[src/rtl/fifo_6502_multi_if.sv]
// CPU-side bus bundle for the multi-channel FIFO peripheral.
// The CPU (master) drives address, write data and direction; the peripheral returns read data and irq.
interface fifo_6502_multi_if #(
  parameter int address_width = 16,
  parameter int data_width    = 8
);
  logic [address_width-1:0] address_i;
  logic [data_width-1:0]    data_i;
  logic [data_width-1:0]    data_o;
  logic                     rd_wr_i;
  logic                     irq_o;

  modport master (output address_i, data_i, rd_wr_i, input data_o, irq_o);
  modport slave  (input address_i, data_i, rd_wr_i, output data_o, irq_o);
endinterface

[src/rtl/fifo_6502_multi.sv]
// Memory-mapped multi-channel FIFO peripheral for the 6502 bus: per channel DATA/STATUS/COUNT/THRESH
// registers in a 4-byte window, sticky overflow/underflow flags and an OR-combined level interrupt.
module fifo_6502_multi #(
  parameter int BaseAddress   = 0,
  parameter int NumChannels   = 2,
  parameter int FIFOSize      = 4,
  parameter int address_width = 16,
  parameter int data_width    = 8
) (
  input  logic               clk_i,
  input  logic               reset_i,
  fifo_6502_multi_if.slave   bus
);
  localparam int DEPTH = 1 << FIFOSize;
  localparam int CW    = FIFOSize + 1;
  localparam int CHW   = (NumChannels > 1) ? $clog2(NumChannels) : 1;
  localparam logic [address_width:0] BASE    = (address_width+1)'(BaseAddress);
  localparam logic [address_width:0] SPAN    = (address_width+1)'(4 * NumChannels);
  localparam logic [CW-1:0]          FULLCNT = CW'(DEPTH);

  logic [data_width-1:0] r_mem    [NumChannels][DEPTH];
  logic [FIFOSize-1:0]   r_rd_ptr [NumChannels];
  logic [FIFOSize-1:0]   r_wr_ptr [NumChannels];
  logic [CW-1:0]         r_count  [NumChannels];
  logic [CW-1:0]         r_thresh [NumChannels];
  logic                  r_ovf    [NumChannels];
  logic                  r_unf    [NumChannels];
  logic [data_width-1:0] r_data_o;
  logic                  r_irq;

  logic [address_width:0] w_addr;
  logic [address_width:0] w_off;
  logic                   w_hit;
  logic [CHW-1:0]         w_ch;
  logic [1:0]             w_reg;
  logic                   w_wr;
  logic [NumChannels-1:0] w_empty;
  logic [NumChannels-1:0] w_full;
  logic [NumChannels-1:0] w_level;
  logic [data_width-1:0]  w_rdata;

  // Decode: one extra address bit keeps the below-base case from wrapping into a window.
  assign w_addr = {1'b0, bus.address_i};
  assign w_off  = w_addr - BASE;
  assign w_hit  = (w_addr >= BASE) && (w_off < SPAN);
  assign w_ch   = w_off[CHW+1:2];
  assign w_reg  = w_off[1:0];
  assign w_wr   = bus.rd_wr_i;

  always_comb begin
    for (int c = 0; c < NumChannels; c++) begin
      w_empty[c] = (r_count[c] == '0);
      w_full[c]  = (r_count[c] == FULLCNT);
      w_level[c] = (r_thresh[c] != '0) && (r_count[c] >= r_thresh[c]);
    end
  end

  always_comb begin
    w_rdata = '0;
    if (w_hit) begin
      case (w_reg)
        2'd0: if (!w_empty[w_ch]) w_rdata = r_mem[w_ch][r_rd_ptr[w_ch]];
        2'd1: w_rdata = data_width'({w_level[w_ch], r_unf[w_ch], r_ovf[w_ch],
                                     w_full[w_ch], w_empty[w_ch]});
        2'd2: w_rdata = data_width'(r_count[w_ch]);
        default: w_rdata = data_width'(r_thresh[w_ch]);
      endcase
    end
  end

  // Register stage: channel state, read data and interrupt all update on the access edge.
  always_ff @(posedge clk_i) begin
    if (reset_i) begin
      r_data_o <= '0;
      r_irq    <= 1'b0;
      for (int c = 0; c < NumChannels; c++) begin
        r_rd_ptr[c] <= '0;
        r_wr_ptr[c] <= '0;
        r_count[c]  <= '0;
        r_thresh[c] <= '0;
        r_ovf[c]    <= 1'b0;
        r_unf[c]    <= 1'b0;
      end
    end else begin
      r_irq <= |w_level;
      if (!w_wr) r_data_o <= w_rdata;
      for (int c = 0; c < NumChannels; c++) begin
        if (w_hit && (w_ch == CHW'(c))) begin
          case (w_reg)
            2'd0: begin
              if (w_wr) begin
                if (w_full[c]) r_ovf[c] <= 1'b1;
                else begin
                  r_wr_ptr[c] <= r_wr_ptr[c] + 1'b1;
                  r_count[c]  <= r_count[c] + 1'b1;
                end
              end else begin
                if (w_empty[c]) r_unf[c] <= 1'b1;
                else begin
                  r_rd_ptr[c] <= r_rd_ptr[c] + 1'b1;
                  r_count[c]  <= r_count[c] - 1'b1;
                end
              end
            end
            2'd1: begin
              if (w_wr) begin
                if (bus.data_i[0]) begin
                  r_rd_ptr[c] <= '0;
                  r_wr_ptr[c] <= '0;
                  r_count[c]  <= '0;
                end
                if (bus.data_i[2]) r_ovf[c] <= 1'b0;
                if (bus.data_i[3]) r_unf[c] <= 1'b0;
              end
            end
            2'd3: if (w_wr) r_thresh[c] <= bus.data_i[CW-1:0];
            default: ;
          endcase
        end
      end
    end
  end

  // Storage is never reset; stale entries are unreachable once the pointers clear.
  always_ff @(posedge clk_i) begin
    if (!reset_i && w_hit && w_wr && (w_reg == 2'd0) && !w_full[w_ch])
      r_mem[w_ch][r_wr_ptr[w_ch]] <= bus.data_i;
  end

  assign bus.data_o = r_data_o;
  assign bus.irq_o  = r_irq;
endmodule

[src/flat_wrapper.sv]
// flat-port wrapper written by rule: the top's interface ports become plain ports
module fifo_6502_multi_flat 
#(
  parameter int BaseAddress   = 0,
  parameter int NumChannels   = 2,
  parameter int FIFOSize      = 4,
  parameter int address_width = 16,
  parameter int data_width    = 8
)
  (clk_i, reset_i, bus_address_i, bus_data_i, bus_rd_wr_i, bus_data_o, bus_irq_o);
  fifo_6502_multi_if #(.address_width(address_width), .data_width(data_width)) bus_i ();
  input  logic clk_i;
  input  logic reset_i;
  input wire logic [$bits(bus_i.address_i)-1:0] bus_address_i;
  input wire logic [$bits(bus_i.data_i)-1:0] bus_data_i;
  input wire logic [$bits(bus_i.rd_wr_i)-1:0] bus_rd_wr_i;
  output wire logic [$bits(bus_i.data_o)-1:0] bus_data_o;
  output wire logic [$bits(bus_i.irq_o)-1:0] bus_irq_o;
  assign bus_i.address_i = bus_address_i;
  assign bus_i.data_i = bus_data_i;
  assign bus_i.rd_wr_i = bus_rd_wr_i;
  assign bus_data_o = bus_i.data_o;
  assign bus_irq_o = bus_i.irq_o;
  fifo_6502_multi #(.BaseAddress(BaseAddress), .NumChannels(NumChannels), .FIFOSize(FIFOSize), .address_width(address_width), .data_width(data_width)) u_core (.clk_i(clk_i), .reset_i(reset_i), .bus(bus_i));
endmodule
[config.mk]
export PLATFORM = sky130hd
export DESIGN_NAME = fifo_6502_multi_flat
export DESIGN_NICKNAME = d
export VERILOG_FILES = /design/src/rtl/fifo_6502_multi_if.sv /design/src/rtl/fifo_6502_multi.sv /design/src/flat_wrapper.sv
export SDC_FILE = /design/constraint.sdc
export NUM_CORES = 1
export LEC_CHECK = 0
export CAP_MARGIN = 20
export CORE_MARGIN = 2
export CORE_UTILIZATION = 40
export DETAILED_ROUTE_END_ITERATION = 10
export RECOVER_POWER = 50
export SYNTH_ARGS = -nofsm -noshare
export SYNTH_HDL_FRONTEND = slang
export SYNTH_SLANG_ARGS = --single-unit
[constraint.sdc]
create_clock -name clk_i -period 3.1 [get_ports clk_i]
set_clock_uncertainty 0.15 [all_clocks]
set_input_delay 0.62 -clock clk_i [delete_from_list [all_inputs] [get_ports clk_i]]
set_output_delay 0.62 -clock clk_i [all_outputs]
set_load 0.01 [all_outputs]
# Word-level counts from Yosys, hierarchy flattened
# Memory sizes are Yosys's and may differ from the RTL's.
# Cells that the tools add are included.
classes:
  add_sub_neg: 8
  order_cmp: 8
  n_eq_ne: 5
  n_mux: 125
  bitwise_logic: 27
  reduce_logical: 18
op_table:
  columns: ["op", "n"]
  rows:
  - ["$mux 128", 1]
  - ["$mux 1", 100]
  - ["$mux 5", 8]
  - ["$mux 8", 5]
  - ["$bmux 8 s4", 1]
  - ["$demux 8 s4", 1]
  - ["$mux 4", 8]
  - ["$or 1x1->1", 24]
  - ["$pmux 8 s3", 1]
  - ["$add 4x1->4 const B", 4]
  - ["$ge 16x1->1 const B", 1]
  - ["$lt 16x4->1 const B", 1]
  - ["$add 5x1->5 const B", 2]
  - ["$eq 5x5->1 const B", 2]
  - ["$ge 5x5->1", 2]
  - ["$ge 5x5->1 const B", 2]
  - ["$logic_and 1x1->1", 10]
  - ["$logic_not 5->1", 2]
  - ["$not 4->5", 2]
  - ["$reduce_bool 5->1", 2]
  - ["$sub 5x1->5 const B", 2]
  - ["$lt 5x1->1 const B", 1]
  - ["$eq 2x2->1 const B", 2]
  - ["$eq 2x1->1 const B", 1]
  - ["5 further kinds", 6]
totals:
  ff_bits: 9
  mem_bits_rw: 296
  input_bits: 27
  output_inout_bits: 9
  word_cells: 200
  mem_count: 7
memory_table:
  columns: ["memory", "words", "width", "read_ports", "rd_clocked_by_memory_dff", "wr", "line_no", "source"]
  rows:
  - ["u_core.r_mem", 2, 128, 1, 0, 1, "fifo_6502_multi.sv:21", "logic [data_width-1:0] r_mem [NumChannels][DEPTH];"]
  - ["u_core.r_count", 2, 5, 3, 0, 2, "fifo_6502_multi.sv:24", "logic [CW-1:0] r_count [NumChannels];"]
  - ["u_core.r_thresh", 2, 5, 3, 0, 2, "fifo_6502_multi.sv:25", "logic [CW-1:0] r_thresh [NumChannels];"]
  - ["u_core.r_rd_ptr", 2, 4, 3, 0, 2, "fifo_6502_multi.sv:22", "logic [FIFOSize-1:0] r_rd_ptr [NumChannels];"]
  - ["u_core.r_wr_ptr", 2, 4, 3, 0, 2, "fifo_6502_multi.sv:23", "logic [FIFOSize-1:0] r_wr_ptr [NumChannels];"]
  - ["u_core.r_ovf", 2, 1, 1, 0, 2, "fifo_6502_multi.sv:26", "logic r_ovf [NumChannels];"]
  - ["1 more memories", null, null, null, null, null, null, null]

# Longest topological paths before layout
# An unclocked memory read counts as a cell.
logic_depth:
  word_depth: 11
  depth_mapped: 10

# Worst setup path before layout
# No wires, ideal clock.
synth_path:
  kind: "input -> register"
  startpoint: "input bus_address_i[9]"
  endpoint: "memory u_core.r_count[0][4] (netlist bit), data pin"
  arrival_time_ns: 2.573
  required_ns: 2.680
  path_slack_ns: 0.108
  cell_stages: 8
  n_path_buf: 0
  cell_sequence: "nor3_1 > nand4_4 > nor4_4 > ha_1 > a21o_1 > a21oi_1 > xor2_1 > o21ai_0"
synth_lines:
  columns: ["element", "line_no", "source"]
  rows:
  - ["from (decl)", "flat_wrapper.sv:14", "input wire logic [$bits(bus_i.address_i)-1:0] bus_address_i;"]
  - ["to (decl)", "fifo_6502_multi.sv:24", null]

==> impl_metrics.tcl <==
set metrics [dict create \
    row_count 67 \
    drc 0 \
    grt_pass1_vias 8168 \
    grt_max_degree 33 \
    area_growth_pct 18.8 \
    crit_end "u_core.r_count[1][3]" \
    ctsRootBufferMaster "clkbuf_16" \
    cp_slowest_cell "dlygate4sd3_1" \
    mappedNetlistArea_um2 13500 \
    r2r.worst_path.cells 9 \
    r2r_end "u_core.r_count[1][3]" \
    die_area_um2 35200 \
    worstReg2RegStart "u_core.r_count[1][0]" \
    postSynthCellCount 860 \
    cp_num_buf_inv 3 \
    grt_pass1_wl_mm 51.7 \
    net-switching-power_w 0.00189 \
    netlist_top_cells_area "edfxtp_1 64%, mux4_2 7.2%, mux2i_1 3.3%" \
    numPlacedInstances 1428 \
    start_util_pct 40.4 \
    clk_latency_ns 0.53 \
    synth_compound_area_share_pct 6.38 \
    grt-ovfl-total 0 \
    drive_gt1_share_pct 22.5 \
    reg2reg_slack_ns 0.29 \
    clk_path_buf_depth 3 \
    worst_pin_slew_ns 1.62 \
    synth_edf_count 286 \
    layout_common_cells "286 x edfxtp_1, 104 x buf_4, 78 x nor2_1" \
    yosysUniqueCellTypes 85 \
    async_flop_share_pct 0 \
    synth_fa_ha_area_share_pct 1.91 \
    syn-num-nets 907 \
    critical_path.max_fanout 15 \
    failed_checks "capacitance limit, slew limit" \
    place_congestion 0.906 \
    core_um2 33400 \
    crit_path_frequent_cell "nand2_1" \
    outcome "finished, violations left" \
    cts.hold.buffers_added 0 \
    path_clk_slew_ns 0.06 \
    max_freq_mhz 352 \
    layout_commonest_cell "edfxtp_1" \
    hold_path_class "flip-flop to flip-flop" \
    final-max-slew-violation-count 66 \
    power_frac_seq_pct 52.3 \
    fin_nets 1063 \
    port_buffers 35 \
    numClockSinks 305 \
    htreeDepth 2 \
    critPathRequiredTime_ns 3.15 \
    synth_top_family_by_area "multiplexers" \
    p_int_w 0.00679 \
    die_y_um 188 \
    path_class "primary input to flip-flop" \
    crit_cells 8 \
    ir_worst_vdd_uv 490 \
    yosysTopAreaCell "edfxtp_1" \
    crit_path_end_kind "flip-flop" \
    max_cap_violations 2 \
    grt_antenna_before_repair 0 \
    crit_chain "dlygate4sd3_1 > clkbuf_1 > and4bb_2 > nand2_1 > nor3_1 > buf_4 > nor2_1 > nand2_1" \
    crit_family "buffers and inverters" \
    die_w_um 188 \
    p_leak_nw 5.53 \
    start_kind "primary input" \
    synth_simple_gate_area_share_pct 9.44 \
    fin_crit_sh_pct 91.7 \
    ys_ff_latch 305 \
    cp.arrival_ns 2.89 \
    pin_count 36 \
    yosys_most_used_dff "edfxtp_1" \
    hold_viol 0 \
    cts_setup_buffers 0 \
    ys_seq_area_share_pct 66.6 \
    grt_use_total_pct 19.8 \
    synth_mux_area_share_pct 12.1 \
    power.density_nw_per_um2 542 \
    num_vias 8231 \
    p_sw_share_pct 21.8 \
    wl_per_cell_um 23.3 \
    period_needed_ns 2.84 \
    slowest_delay_ns 0.57 \
    max_slew_margin_pct -7.85 \
    netlist.area_leader.share_pct 63.7 \
    pwr-share-clk_pct 42.8 \
    setup_viol 0 \
    dr.pass1.iters 5 \
    cts_resized 0 \
    syn_area_per_cell_um2 15.7 \
    p_comb_share_pct 4.9 \
    ant_nets 0 \
    yosysWarnings 0 \
    whs_ns 0.361 \
    wl_mm 34.6 \
    drt-vias-per-instance 5.54 \
    synth_xor_area_share_pct 0.650 \
    drt_iter0_markers 792 \
    total_power_w 0.00868 \
    fin_cells 1487 \
    timing.critical_path.from "bus_address_i[0]" \
    cts_made_buffers 34 \
    dp_hpwl_mm 24.3 \
    rsz0062_at_grt "false" \
    cts_tree "done" \
]
[per-layer routing]
layer | up-vias | routed length (um) | global-route usage [%]
met5 | - | 0 | 0
met4 | 0 | 804 | 5.97
met3 | 55 | 2510 | 3.93
met2 | 333 | 16400 | 32.0
met1 | 4139 | 14900 | 27.1
li1 | 3704 | - | -
[how the worst min path moves through the flow]
stage                                    start              endpoint  slack [ns]  depth (start not counted)
after floorplan           u_core.bus.data_o[7]  u_core.bus.data_o[7]        0.32                          2
after global placement    u_core.bus.data_o[7]  u_core.bus.data_o[7]        0.35                          2
after detailed placement  u_core.bus.data_o[7]  u_core.bus.data_o[7]        0.35                          2
after CTS                 u_core.bus.data_o[7]  u_core.bus.data_o[7]        0.36                          2
after global routing      u_core.bus.data_o[7]  u_core.bus.data_o[7]        0.37                          2
final                     u_core.bus.data_o[7]  u_core.bus.data_o[7]        0.36                          2
[synth_stat cells (all sizes together), types with 10 or more instances]
cell type / instances
ha: 19
nor2: 81
buf: 30
edfxtp: 286
mux2i: 46
clkbuf: 12
and3: 11
mux4: 45
nand2: 43
nand3: 24
inv: 19
mux2: 11
nor3: 17
a21oi: 27
dfxtp: 19
nor4: 10
o21ai: 34
[final cells by class]
cell class,instances,area [um^2]
clock inverter,22,164
antenna,1,2.50
multi-input combinational,493,4090
tap,448,561
fill,2945,17400
inverter,20,75.1
sequential,305,8970
clock buffer,36,858
timing repair buffer,162,1290
[flip-flops by register name, summed over array words and instances (netlist names)]
register,flops
u_core.r_ovf,2
u_core.r_mem,256
u_core.r_wr_ptr,8
u_core.r_thresh,10
u_core.bus.irq_o,1
u_core.r_rd_ptr,8
u_core.r_unf,2
u_core.bus.data_o,8
u_core.r_count,10
[power by group through the flow]
stage | clock, W | sequential [W] | combinational (W)
after floorplan | 0 | 0.00462 | 0.000212
after global placement | 0 | 0.00462 | 0.000430
after detailed placement | 0 | 0.00462 | 0.000435
after CTS | 0.00379 | 0.00453 | 0.000437
after global routing | 0.00394 | 0.00454 | 0.000456
final | 0.00372 | 0.00454 | 0.000425
[kinds of logic (layout without fill, tap and decap cells)]
kind of cell,after synthesis,after routing
fa+ha+maj,20,20
other cells,0,1
buf+inv,62,240
simple gates,233,233
xor+xnor,10,10
flops,305,305
compound gates,128,128
mux,102,102
[worst register-to-register path: cells and delay by family (launching register included)]
family                   cells  cell delay, ns
AO/OA/AOI/OAI                3            0.58
adder cells (fa/ha/maj)      1            0.27
buffers and inverters        2            0.27
flip-flops                   1            0.38
AND/OR/NAND/NOR              3            0.91
[stage by stage]
stage               setup TNS (ns)  cell area [um^2]  utilization, %  setup WS (ns)
floorplan                        0             13500               -          0.108
global placement            -0.134             15100            45.2        -0.0764
detailed placement          -0.334             15100            45.2        -0.0990
CTS                              0             16100            48.3          0.298
global route                     0             16000            48.0         0.0686
finish                           0             16000            48.0          0.257
No activity file was read; power rests on OpenSTA's default activity.
